## src/rtl/fetch_prefetch.sv

```systemverilog
// Instruction fetch unit: issues word reads over a req/ack handshake and queues
// {word, pc} pairs in a small FIFO for the control unit; redirect flushes and restarts.
module fetch_prefetch #(
   parameter int unsigned        DATA_W   = 32,
   parameter int unsigned        ADDR_W   = 9,
   parameter int unsigned        DEPTH    = 4,
   parameter logic [ADDR_W-1:0]  RESET_PC = '0
) (
   input  logic                         Clock,
   input  logic                         Reset,
   input  logic                         Enable,
   input  logic                         Redirect,
   input  logic [ADDR_W-1:0]            RedirectPC,
   output logic                         MemReq,
   output logic [ADDR_W-1:0]            MemAddr,
   input  logic                         MemAck,
   input  logic [DATA_W-1:0]            MemData,
   output logic                         IRValid,
   output logic [DATA_W-1:0]            IR,
   output logic [ADDR_W-1:0]            IRPC,
   input  logic                         IRTake,
   output logic [$clog2(DEPTH+1)-1:0]   Count
);

   localparam int unsigned CNT_W = $clog2(DEPTH + 1);
   localparam int unsigned PTR_W = $clog2(DEPTH);
   localparam logic [CNT_W-1:0] FULL = CNT_W'(DEPTH);

   typedef enum logic [1:0] {StIdle, StReq, StDrop} state_t;

   state_t              state;
   logic [ADDR_W-1:0]   fetch_pc;
   logic [ADDR_W-1:0]   req_addr;
   logic [PTR_W-1:0]    rd_ptr;
   logic [PTR_W-1:0]    wr_ptr;
   logic [CNT_W-1:0]    count;
   logic                mem_req;
   logic                ir_valid;
   logic [DATA_W-1:0]   word_mem [DEPTH];
   logic [ADDR_W-1:0]   pc_mem   [DEPTH];

   logic                xfer;
   logic                push;
   logic                pop;
   logic [CNT_W-1:0]    count_next;
   logic [ADDR_W-1:0]   fetch_pc_inc;

   always_comb begin
      xfer         = mem_req & MemAck;
      // Only a transfer issued in REQ carries a wanted word; DROP data is discarded.
      push         = xfer & (state == StReq) & ~Redirect;
      pop          = IRTake & ir_valid & ~Redirect;
      count_next   = count + CNT_W'(push) - CNT_W'(pop);
      fetch_pc_inc = fetch_pc + ADDR_W'(1);
   end

   always_ff @(posedge Clock) begin
      if (Reset) begin
         state    <= StIdle;
         fetch_pc <= RESET_PC;
         req_addr <= RESET_PC;
         rd_ptr   <= '0;
         wr_ptr   <= '0;
         count    <= '0;
         mem_req  <= 1'b0;
         ir_valid <= 1'b0;
      end else if (Redirect) begin
         rd_ptr   <= '0;
         wr_ptr   <= '0;
         count    <= '0;
         ir_valid <= 1'b0;
         fetch_pc <= RedirectPC;
         // An issued request cannot be withdrawn, so wait out its ack in DROP.
         if (state != StIdle) begin
            if (xfer) begin
               state   <= StIdle;
               mem_req <= 1'b0;
            end else begin
               state   <= StDrop;
            end
         end
      end else begin
         if (push) wr_ptr <= wr_ptr + PTR_W'(1);
         if (pop)  rd_ptr <= rd_ptr + PTR_W'(1);
         count    <= count_next;
         ir_valid <= (count_next != '0);
         case (state)
            StIdle: begin
               if (Enable && count < FULL) begin
                  req_addr <= fetch_pc;
                  state    <= StReq;
                  mem_req  <= 1'b1;
               end
            end
            StReq: begin
               if (xfer) begin
                  fetch_pc <= fetch_pc_inc;
                  if (Enable && count_next < FULL) begin
                     req_addr <= fetch_pc_inc;
                  end else begin
                     state   <= StIdle;
                     mem_req <= 1'b0;
                  end
               end
            end
            StDrop: begin
               if (xfer) begin
                  state   <= StIdle;
                  mem_req <= 1'b0;
               end
            end
            default: begin
               state   <= StIdle;
               mem_req <= 1'b0;
            end
         endcase
      end
   end

   always_ff @(posedge Clock) begin
      if (push && !Reset) begin
         word_mem[wr_ptr] <= MemData;
         pc_mem[wr_ptr]   <= req_addr;
      end
   end

   assign MemReq  = mem_req;
   assign MemAddr = req_addr;
   assign Count   = count;
   assign IRValid = ir_valid;
   assign IR      = ir_valid ? word_mem[rd_ptr] : '0;
   assign IRPC    = ir_valid ? pc_mem[rd_ptr] : '0;

endmodule

```

## config.mk

```make
export PLATFORM = sky130hd
export DESIGN_NAME = fetch_prefetch
export DESIGN_NICKNAME = d
export VERILOG_FILES = /design/src/rtl/fetch_prefetch.sv
export SDC_FILE = /design/constraint.sdc
export NUM_CORES = 1
export LEC_CHECK = 0
export BUFFER_PORTS_ARGS = -buffer_cell sky130_fd_sc_hd__buf_2
export CAP_MARGIN = 25
export CELL_PAD_IN_SITES_DETAIL_PLACEMENT = 1
export CELL_PAD_IN_SITES_GLOBAL_PLACEMENT = 1
export CORE_MARGIN = 3
export CORE_UTILIZATION = 49
export DETAILED_ROUTE_END_ITERATION = 16
export PLACE_DENSITY = 0.83
export SKIP_CTS_REPAIR_TIMING = 1
export SYNTH_ARGS = -nofsm -noshare
export SYNTH_HDL_FRONTEND = slang
export SYNTH_SLANG_ARGS = --single-unit
```

## constraint.sdc

```tcl
create_clock -name Clock -period 3.3 [get_ports Clock]
set_clock_uncertainty 0.15 [all_clocks]
set_input_delay 0 -clock Clock [delete_from_list [all_inputs] [get_ports Clock]]
set_output_delay 0 -clock Clock [all_outputs]
set_load 0.01 [all_outputs]
```

Word level (Yosys, flattened, before mapping)
Memory sizes are Yosys's and may differ from the RTL's. A register that Yosys moved wholly into a read port is not among the register bits.
Cells that the tools add are included.
- register bits: 29
- RAM bits: 164
- input port bits: 47
- output and inout port bits: 55
- memories kept: 2
- add/subtract/negate cells: 5
- order comparisons: 2
- equal/unequal tests: 10
- muxes and demuxes: 30
- bitwise gates (word level): 6
- reduce and logical (&&, ||, !) cells: 15
- memory list (name ; depth ; width ; read ports ; clocked after Yosys merged registers in ; wr ports ; RTL line ; source):
    word_mem ; 4 ; 32 ; 1 ; 1 ; 1 ; 39 ; logic [DATA_W-1:0] word_mem [DEPTH];
    pc_mem ; 4 ; 9 ; 1 ; 1 ; 1 ; 40 ; logic [ADDR_W-1:0] pc_mem [DEPTH];
- operator list (cell ; count):
    $mux W9 ; 7
    $mux W32 ; 1
    $mux W2 ; 11
    $pmux W9 S2 ; 1
    $ne A3 B3 Y1 const B ; 4
    $reduce_and A5 Y1 ; 2
    $add A9 B1 Y9 const B ; 1
    $mux W1 ; 8
    $reduce_bool A2 Y1 ; 4
    $lt A3 B3 Y1 const B ; 2
    $pmux W2 S3 ; 1
    $and A1 B1 Y1 ; 5
    $add A2 B1 Y2 const B ; 2
    $ne A2 B1 Y1 const B ; 2
    $ne A2 B2 Y1 const B ; 2
    $reduce_and A4 Y1 ; 1
    $add A3 B1 Y3 ; 1
    $logic_and A1 B1 Y1 ; 3
    $pmux W1 S3 ; 1
    $reduce_bool A3 Y1 ; 1
    $sub A3 B1 Y3 ; 1
    $eq A2 B1 Y1 const B ; 1
    $eq A2 B2 Y1 const B ; 1
    $logic_not A2 Y1 ; 1
    other kinds (4) ; 4

Logic depth before layout (Yosys ltp)
- depth after elaboration: 11
- depth in mapped cells: 12
- mapped depth without buffers: 10

Least setup slack after synthesis
No wires, ideal clock.
- path kind: register -> register
- start point: register mem_req, in the netlist MemReq
- end point: register req_addr[2], in the netlist MemAddr[2]
- library setup time: 0.091 ns
- data arrival time: 2.692 ns
- data required time: 3.059 ns
- path slack: 0.367 ns
- stages on the path, launching flop included: 12
- clock period less this slack: 2.933 ns
- cells stage by stage: dfxtp_1 and4b_1 buf_2 nand2_1 ha_1 inv_1 ha_1 fa_1 xnor2_4 mux2i_4 a211oi_1 a311oi_1
- word-level cells in the longest chain between the ends: 9
- elaborated cells between the ends (all ways): 10
- RTL lines (item ; RTL line ; source):
    start: declaration ; 37 ; logic mem_req;
    start signal: assignment ; 65 ; mem_req <= 1'b0;
    start signal: assignment ; 77 ; mem_req <= 1'b0;
    start signal: assignment ; 92 ; mem_req <= 1'b1;
    $and A1 B1 Y1 * ; 49 ; xfer = mem_req & MemAck;
    $and A1 B1 Y1 (2 in a row) ; 51 ; push = xfer & (state == StReq) & ~Redirect;
    $add A3 B1 Y3 ; 53 ; count_next = count + CNT_W'(push) - CNT_W'(pop);
    $sub A3 B1 Y3 ; 53 ;
    $lt A3 B3 Y1 ; 98 ; if (Enable && count_next < FULL) begin
    $logic_and A1 B1 Y1 ; 98 ;
    $ne A2 B1 Y1 (no line) ; n/a ;
    $reduce_and A5 Y1 (no line) * ; n/a ;
    end signal: assignment ; 90 ; req_addr <= fetch_pc;
    end signal: assignment ; 99 ; req_addr <= fetch_pc_inc;
    end: declaration ; 33 ; logic [ADDR_W-1:0] req_addr;
Every way passes the cells marked *; elsewhere a longest branch is shown, timed or not.
A chain may end at the register's enable or synchronous reset.

Worst setup path after layout
- start point: register state[0]
- end point: register req_addr[6], in the netlist MemAddr[6]
- word-level cells in the longest chain between the ends: 9
- elaborated cells between the ends (all ways): 14
- RTL lines (item ; RTL line ; source):
    start: declaration ; 31 ; state_t state;
    start signal: assignment ; 59 ; state <= StIdle;
    start signal: assignment ; 76 ; state <= StIdle;
    start signal: assignment ; 79 ; state <= StDrop;
    $eq A2 B1 Y1 ; 51, 87 ;
    $and A1 B1 Y1 (2 in a row) ; 51 ;
    $add A3 B1 Y3 ; 53 ;
    $sub A3 B1 Y3 ; 53 ;
    $lt A3 B3 Y1 ; 98 ;
    $logic_and A1 B1 Y1 ; 98 ;
    $ne A2 B1 Y1 (no line) ; n/a ;
    $reduce_and A5 Y1 (no line) ; n/a ;
Parallel ways exist; a longest one is shown, timed or not.

==> impl_metrics.ini <==
[run_status]
outcome = finished with violations
violations = negative hold slack

[sta]
fin_tns_setup_ns = 0
clock.fmax_mhz = 320
rsz0062_at_grt = no
worst_pin_slew_ns = 0.675
period_needed_ns = 3.12
hold_violations = 5
whs_ns = -0.0260
slew_viol_final = 0
final-setup-viol-count = 0
period_share = 0.946
slew_headroom = 0.550

[drt]
via_per_inst = 5.38
drt-initial-drc-count = 352
routed-via-count = 4536
antenna_left = 0
drc_errors = 0
wire_per_inst_um = 21.4
firstDrtPassIters = 4
drt_wl_total_um = 18000

[final_layout]
drive_gt1_frac = 0.329
nets = 674
instances_no_fill = 843
n_antenna_cell = 0
multi_input_area_sq_um = 2220
seq_area_sq_um = 5550
num-fill-cells = 1383
synthToLayoutAreaGrowth_pct = 24.4

[global_route]
grt_use_met1 = 0.253
grt_max_degree = 43
grt_pass1_wl_um = 27100
top_usage_layer = met2
antenna_found_initial = 0
grt_util_met3 = 0.0449
use_met2 = 0.353
grt.overflow.total = 0
grt_usage = 0.202
grt_pass1_vias = 4772

[floorplanning]
coreArea_sq_um = 15500
ios = 102
die_w_um = 133
die_area_sq_um = 17700
rows = 45
dieHeight_um = 133
start_util = 0.511

[critical_path]
worstPathRequired_ns = 3.48
max_stage_delay_ns = 0.49
worstPathMaxFanout = 10
arrival_ns = 3.31
path_cells = and4b_1 > nand2_1 > ha_1 > inv_1 > ha_1 > fa_1 > xnor2_4 > mux2i_4 > a211oi_1 > a311oi_1
setup.worst_path.class = reg -> reg
critical_path.slowest_cell = dfxtp_1
endpoint_kind = register
cp_common_cell = ha_1
critPathLaunchType = register

[placement]
gp_congestion = 0.783
dp.final_hpwl_um = 11400
dp.cells = 755
port-buffer-count = 101

[yosys]
seq_area_frac_synth = 0.700
ys_top_cells_by_area = edfxtp_1 62%, mux4_2 12%, dfxtp_1 7.8%
synth_top_flop_cell = edfxtp_1
netlist_area_sq_um = 7920
synth.largest_area_cell = edfxtp_1
ys_ff_latch = 195
ys_top_cells_by_count = 164 x edfxtp_1, 44 x and2_1, 41 x mux4_2
synth_warnings = 0
async_flop_share = 0
synth_cell_types = 46
yosysTopAreaCellShare = 0.622
synthMostInstantiatedCell = edfxtp_1
synth.avg_cell_area_sq_um = 17.5
synth-edff-count = 164
syn_nets = 508
synthCells = 453

[clock_tree]
clock_latency_ns = 0.44
cts.sinks = 195
cts_buffers = 17
htree_levels = 4
cts-root-buf = clkbuf_16
cts_tree = yes
clkSlewWorstSetupHoldPaths_ns = 0.07
clk_path_buf_depth = 2

[power_and_ir_drop]
ir_drop_uv = 419
power.leakage_nw = 3.46
power_mw = 4.88
powerDensity_nw_per_um2 = 496

[hold_path]
hold_class = in -> reg

[flow_run]
drv_cap = 0
==> area by class of cell <==
class	instances	area share
sequential	195	0.563
timing repair buffer	172	0.125
clock buffer	18	0.0436
inverter	8	0.00305
clock inverter	14	0.0130
multi-input combinational	225	0.225
tap	211	0.0268
==> placed cells by master (no fill, tap or decap), drive strengths merged, types with 2 or more instances in the layout <==
cell and n:
a31oi 2, nor2 22, ha 7, and2 44, clkinvlp 4, a311oi 10
o21ai 4, dfxtp 31, nand3 7, xor2 2, buf 116, inv 11
a21oi 5, nand2 17, dlygate4sd3 56, edfxtp 164, clkbuf 18, nor3 11
a211oi 13, mux2i 2, mux4 41, xnor2 17, mux2 2, or2 2
and3 4, clkinv 6
==> per-stage QoR <==
stage	util	worst slack (ns)	area, sq um
finish	0.636	0.177	9850
global placement	0.564	0.401	8730
detailed placement	0.564	0.194	8730
global route	0.636	0.0128	9850
floorplan	-	0.367	7920
CTS	0.600	0.170	9290
==> critical path: cells and delay by family, from the launching register on <==
kind                       cells  cell delay [ns]
AOI/OAI and AO/OA              2             0.41
xor gates and xnor gates       1             0.28
adders and majority gates      3             0.91
buffers and inverters          1             0.04
DFF                            1             0.49
muxes                          1             0.41
and+or+nand+nor                2             0.33
==> logic make-up after synthesis <==
kind of cell / after synthesis / synth area share
flip-flops: 195 / 0.700
AND/OR/NAND/NOR: 115 / 0.0846
multiplexers: 45 / 0.124
AO/OA/AOI/OAI: 38 / 0.0346
buffers and inverters: 33 / 0.0198
XOR/XNOR: 19 / 0.0234
adder cells (fa/ha/maj): 8 / 0.0136
==> flip-flops by register name (all words and copies together), names as in the netlist, named ones only <==
register / flops
state: 2
wr_ptr: 2
pc_mem: 36
MemAddr: 9
fetch_pc: 9
MemReq: 1
word_mem: 128
Count: 3
rd_ptr: 2
IRValid: 1
==> path summary, 6_finish.rpt <==
check / cells after the start / from / slack [ns] / end
hold / removal: 4 / IRTake / -0.03 / rd_ptr[0]$_SDFFE_PP0P_
setup reg to reg: 10 / state[0]$_SDFFE_PP0P_ / 0.18 / MemAddr[6]$_SDFFE_PP0P_
setup / recovery: 10 / state[0]$_SDFFE_PP0P_ / 0.18 / MemAddr[6]$_SDFFE_PP0P_
hold reg to reg: 2 / wr_ptr[1]$_SDFFE_PP0P_ / 0.36 / wr_ptr[1]$_SDFFE_PP0P_
==> power breakdown <==
| group | internal, mW | switching [mW] | total [mW] |
|---|---|---|---|
| combinational | 0.107 | 0.0967 | 0.203 |
| clock | 1.05 | 0.913 | 1.96 |
| sequential | 2.69 | 0.0318 | 2.72 |
| total | 3.84 | 1.04 | 4.88 |
==> layer usage <==
metal	vias up	wire length [um]
met1	2329	7530
met3	18	734
met4	0	259
met2	101	9490
met5	-	0
li1	2088	-
(Power assumes the default switching activity.)
